File: config.mk
export PLATFORM = sky130hd
export DESIGN_NAME = inst_fetch_queue
export DESIGN_NICKNAME = d
export VERILOG_FILES = /design/src/rtl/ifq_pkg.sv /design/src/rtl/ifq_fifo.sv /design/src/rtl/inst_fetch_queue.sv
export SDC_FILE = /design/constraint.sdc
export NUM_CORES = 1
export LEC_CHECK = 0
export CORE_MARGIN = 10
export CORE_UTILIZATION = 55
export DETAILED_ROUTE_END_ITERATION = 8
export PLACE_DENSITY = 0.81
export SLEW_MARGIN = 20
export SYNTH_ARGS = -nofsm -noshare
export SYNTH_HDL_FRONTEND = slang
export SYNTH_SLANG_ARGS = --single-unit
File: constraint.sdc
create_clock -name in_Clk -period 5.7 [get_ports in_Clk]
set_clock_uncertainty 0.1 [all_clocks]
set_input_delay 0.57 -clock in_Clk [delete_from_list [all_inputs] [get_ports in_Clk]]
set_output_delay 0.57 -clock in_Clk [all_outputs]
set_load 0.05 [all_outputs]
File: src/rtl/ifq_pkg.sv
// Shared constants and the queue entry layout for the instruction fetch queue.
package ifq_pkg;

  localparam int INST_WIDTH   = 32;
  localparam int INST_BYTES   = 4;
  localparam int PC_MAX_WIDTH = 64;

  localparam logic [INST_WIDTH-1:0] NOP_INST = 32'h0000_0013;

  // The PC field is sized for the widest supported DATA_WIDTH; narrower PCs are zero-extended.
  typedef struct packed {
    logic [PC_MAX_WIDTH-1:0] pc;
    logic [INST_WIDTH-1:0]   inst;
  } ifq_entry_t;

endpackage

File: src/rtl/ifq_fifo.sv
// Generic circular buffer with push, pop, flush and occupancy count.
// DEPTH must be a power of two so the pointers wrap by natural overflow.
module ifq_fifo #(
  parameter int WIDTH = 96,
  parameter int DEPTH = 4,
  localparam int PTR_W = $clog2(DEPTH),
  localparam int CNT_W = PTR_W + 1
) (
  input  logic             clk,
  input  logic             rst,
  input  logic             push,
  input  logic [WIDTH-1:0] push_data,
  input  logic             pop,
  input  logic             flush,
  output logic [WIDTH-1:0] head_data,
  output logic [CNT_W-1:0] count,
  output logic             full,
  output logic             empty
);

  logic [WIDTH-1:0] mem [DEPTH];
  logic [PTR_W-1:0] head;
  logic [PTR_W-1:0] tail;
  logic             do_push;
  logic             do_pop;

  assign full      = (count == CNT_W'(DEPTH));
  assign empty     = (count == '0);
  assign do_pop    = pop  && !flush && !empty;
  assign do_push   = push && !flush && (!full || do_pop);
  assign head_data = mem[head];

  // NOTE: sequential state uses non-blocking assignments so every register samples pre-edge values.
  always_ff @(posedge clk or posedge rst) begin
    if (rst) begin
      head  <= '0;
      tail  <= '0;
      count <= '0;
    end else if (flush) begin
      head  <= '0;
      tail  <= '0;
      count <= '0;
    end else begin
      if (do_push) tail <= tail + PTR_W'(1);
      if (do_pop)  head <= head + PTR_W'(1);
      case ({do_push, do_pop})
        2'b10:   count <= count + CNT_W'(1);
        2'b01:   count <= count - CNT_W'(1);
        default: count <= count;
      endcase
    end
  end

  // NOTE: the storage array has no reset; validity is tracked by count, so clearing it only costs logic.
  always_ff @(posedge clk) begin
    if (do_push) mem[tail] <= push_data;
  end

endmodule

File: src/rtl/inst_fetch_queue.sv
// Instruction fetch queue: owns fetch_pc and the push/pop/redirect control around ifq_fifo.
// Define IFQ_BYPASS_EN to let an empty queue present the IMem word combinationally.
module inst_fetch_queue
  import ifq_pkg::*;
#(
  parameter int                    DATA_WIDTH = 64,
  parameter int                    DEPTH      = 4,
  parameter logic [DATA_WIDTH-1:0] RESET_PC   = '0,
  localparam int                   CNT_W      = $clog2(DEPTH) + 1
) (
  input  logic                  in_Clk,
  input  logic                  in_Rst,
  output logic [DATA_WIDTH-1:0] out_imem_addr,
  input  logic [INST_WIDTH-1:0] in_imem_inst,
  output logic [INST_WIDTH-1:0] out_inst,
  output logic [DATA_WIDTH-1:0] out_inst_pc,
  output logic                  out_valid,
  input  logic                  in_ready,
  input  logic                  in_redirect,
  input  logic [DATA_WIDTH-1:0] in_redirect_pc,
  output logic [CNT_W-1:0]      out_count
);

  logic [DATA_WIDTH-1:0] fetch_pc;
  ifq_entry_t            push_entry;
  ifq_entry_t            head_entry;
  logic                  fifo_push;
  logic                  fifo_pop;
  logic                  fifo_full;
  logic                  fifo_empty;
  logic                  advance;

  assign out_imem_addr = fetch_pc;

  // NOTE: every always_comb output gets a default first so no path can infer a latch.
  always_comb begin
    push_entry      = '0;
    push_entry.pc   = PC_MAX_WIDTH'(fetch_pc);
    push_entry.inst = in_imem_inst;

    // Redirect wins over both directions of traffic.
    fifo_pop  = !fifo_empty && in_ready && !in_redirect;
    advance   = !in_redirect && (!fifo_full || fifo_pop);
    fifo_push = advance;

    out_valid   = 1'b0;
    out_inst    = NOP_INST;
    out_inst_pc = '0;
    if (!fifo_empty) begin
      out_valid   = 1'b1;
      out_inst    = head_entry.inst;
      out_inst_pc = head_entry.pc[DATA_WIDTH-1:0];
    end
`ifdef IFQ_BYPASS_EN
    else if (!in_redirect && !in_Rst) begin
      out_valid   = 1'b1;
      out_inst    = in_imem_inst;
      out_inst_pc = fetch_pc;
      // A word taken straight from IMem is consumed without occupying a slot.
      if (in_ready) fifo_push = 1'b0;
    end
`endif
  end

  always_ff @(posedge in_Clk or posedge in_Rst) begin
    if (in_Rst) begin
      fetch_pc <= RESET_PC;
    end else if (in_redirect) begin
      fetch_pc <= in_redirect_pc & ~DATA_WIDTH'(INST_BYTES - 1);
    end else if (advance) begin
      fetch_pc <= fetch_pc + DATA_WIDTH'(INST_BYTES);
    end
  end

  ifq_fifo #(
    .WIDTH ($bits(ifq_entry_t)),
    .DEPTH (DEPTH)
  ) u_fifo (
    .clk       (in_Clk),
    .rst       (in_Rst),
    .push      (fifo_push),
    .push_data (push_entry),
    .pop       (fifo_pop),
    .flush     (in_redirect),
    .head_data (head_entry),
    .count     (out_count),
    .full      (fifo_full),
    .empty     (fifo_empty)
  );

endmodule

==> flow_summary.toml <==
[run_status]
outcome = "completed"

[global_routing]
grt_start_max_net_pins = 96
grt_use_total = 0.213
grt_pass1_vias = 10900
grt_pass1_wl_mm = 67.9
antenna_found_initial = 3
overflow = 0

[route]
drc = 0
ant_nets = 0
vias_per_cell = 5.93
firstDrtPassIters = 6
num_vias = 10900
wire_per_inst_um = 24.2
wl_mm = 44.5
drt_iter0_drc = 840

[die]
die-area_um2 = 41000
num_rows = 66
start_util = 0.561
fp.dieW_um = 203
die_h_um = 203
io_pins = 264
coreArea_um2 = 32700

[logic_synthesis]
async_flop_share = 0.155
synthFlopType = "edfxtp_1"
synth_cell_types = 49
yosys_register_bits = 445
ys_warn_count = 0
synth_edf_count = 376
synth_area_per_cell_um2 = 16.7
syn_inst = 1099
synth-seq-area-share = 0.710
syn_area_um2 = 18300

[finish]
n_fill_cell = 2109
area_growth_pct = 24.7
final_cell_area_um2 = 22900
drive_above_1_share = 0.138
finalCoreUtilization = 0.699
nets = 1464

[sta]
drv_slew = 0
setup_viol = 0
rsz0062_at_grt = "no"
fmax_ghz = 0.239
fin_ws_ns = 1.52
tightestPinTransition_ns = 1.00
timing.final.crit_share = 0.733
setup_tns_ns = 0
slew_headroom = 0.331
hold_violations = 0
fin_crit_ns = 4.18

[clock_tree]
numCtsBuffers = 44
clkTransAtPathRegs_ns = 0.06
cts_tree = "yes"
clk_latency_ns = 0.54
cts_root_buffer = "clkbuf_16"
holdBufCountCts = 0
clk_path_buf_depth = 3
cts_sinks = 445
post-cts-setup-buffers = 0
cts_max_level = 2
cts.repair.resized = 0

[placed_design]
placed_cell_area_um2 = 21400
dp_hpwl_mm = 27.7
port_buffers = 257
finalWeightedCongestion = 0.801
dp_slack_ns = 1.67

[min_path]
hp-start = "in_redirect"
min_path_type = "in -> reg"

[critical_path]
crit_start = "u_fifo.head[0]"
worstSetupStartpointType = "flop"
critPathCaptureType = "output port"
reg2reg_from = "out_imem_addr[2]"
cp.arrival_ns = 3.51
required_ns = 5.03
path_class = "reg -> out"
path_max_fanout = 37

[flow_run]
cap_violations = 0

[pwr]
ir_drop_uv = 388
power.density_nw_per_um2 = 477
p_leak_uw = 0.00750
power breakdown:
| group | total (µW) | internal (µW) | switching (µW) |
|---|---|---|---|
| clock network | 2860 | 1700 | 1170 |
| registers | 4130 | 3880 | 248 |
| logic | 3910 | 1450 | 2460 |
worst paths after layout:
path                                endpoint  cells after the start  slack (ns)
setup / recovery             out_inst_pc[26]                      4        1.52
hold / removal                u_fifo.head[1]                      2        0.33
setup reg to reg           out_imem_addr[56]                      6        2.21
hold reg to reg            u_fifo.mem[3][95]                      0        0.49
max in group asynchronous     u_fifo.head[1]                      3        4.27
min in group asynchronous  out_imem_addr[11]                      3        0.52
per-stage QoR:
step | hold WS [ns] | total power (µW) | std cells
2_1_floorplan | 0.438 | 6770 | 1102
3_3_place_gp | 0.461 | 8080 | 1752
3_5_place_dp | 0.466 | 8140 | 1752
4_1_cts | 0.314 | 11000 | 1833
5_1_grt | 0.327 | 11300 | 1836
6_report | 0.332 | 10900 | 1836
cells in the mapped netlist, drive strengths merged, types with 18 or more instances:
cell type | instances | area (µm²)
or4 | 18 | 140
nor2 | 37 | 139
clkbuf | 44 | 168
xnor2 | 19 | 166
dfrtp | 69 | 1730
edfxtp | 376 | 11300
nand3 | 26 | 130
o21ai | 46 | 230
mux4 | 94 | 2120
a31oi | 22 | 138
and2 | 95 | 594
nand2 | 69 | 259
nand4 | 32 | 206
critical path, cell delays in order, from the launching register on:
cell and delay (ns):
dfrtp_4 0.94, buf_4 0.54, mux4_2 0.59, and2_1 0.19, clkdlybuf4s50_1 0.71
cell usage in the layout, fill, tap and decap left out, drive strengths merged, types with 17 or more instances in the layout:
cell type      instances
dfrtp                 69
and2                  95
clkdlybuf4s50        256
nand4                 32
inv                   17
o21ai                 46
clkbuf                70
xnor2                 19
nand2                 69
or4                   18
nor2                  37
mux4                  94
a31oi                 22
edfxtp               376
nand3                 26
cells by family (layout without fill, tap and decap cells):
logic type      after synthesis  in the layout  synth area share
flops                       445            445             0.710
mux                          96             96             0.117
xor+xnor                     33             33            0.0158
fa+ha+maj                     7              7           0.00478
compound gates               93             93            0.0300
simple gates                349            349             0.106
buf+inv                      75            365            0.0166
other cells                   1              6          0.000204
layout make-up:
cell class	count	area, µm²	area share
Inverter	15	56.3	0.00246
Antenna cell	2	5.00	0.000219
Tap cell	442	553	0.0242
Sequential cell	445	13000	0.570
Timing Repair Buffer	269	2750	0.120
Multi-Input combinational cell	582	5050	0.221
Clock buffer	70	1260	0.0551
Clock inverter	11	161	0.00706
sequential cells by signal (all words and copies together), names as in the netlist:
signal	count
u_fifo.count	3
u_fifo.head	2
u_fifo.mem	376
u_fifo.tail	2
out_imem_addr	62
layer usage:
layer  GRT usage  wire length (µm)
met1       0.288             18300
met2       0.347             22200
met3      0.0455              3160
met4      0.0538               804
met5           0                13
Power figures use the tool's default switching activity.
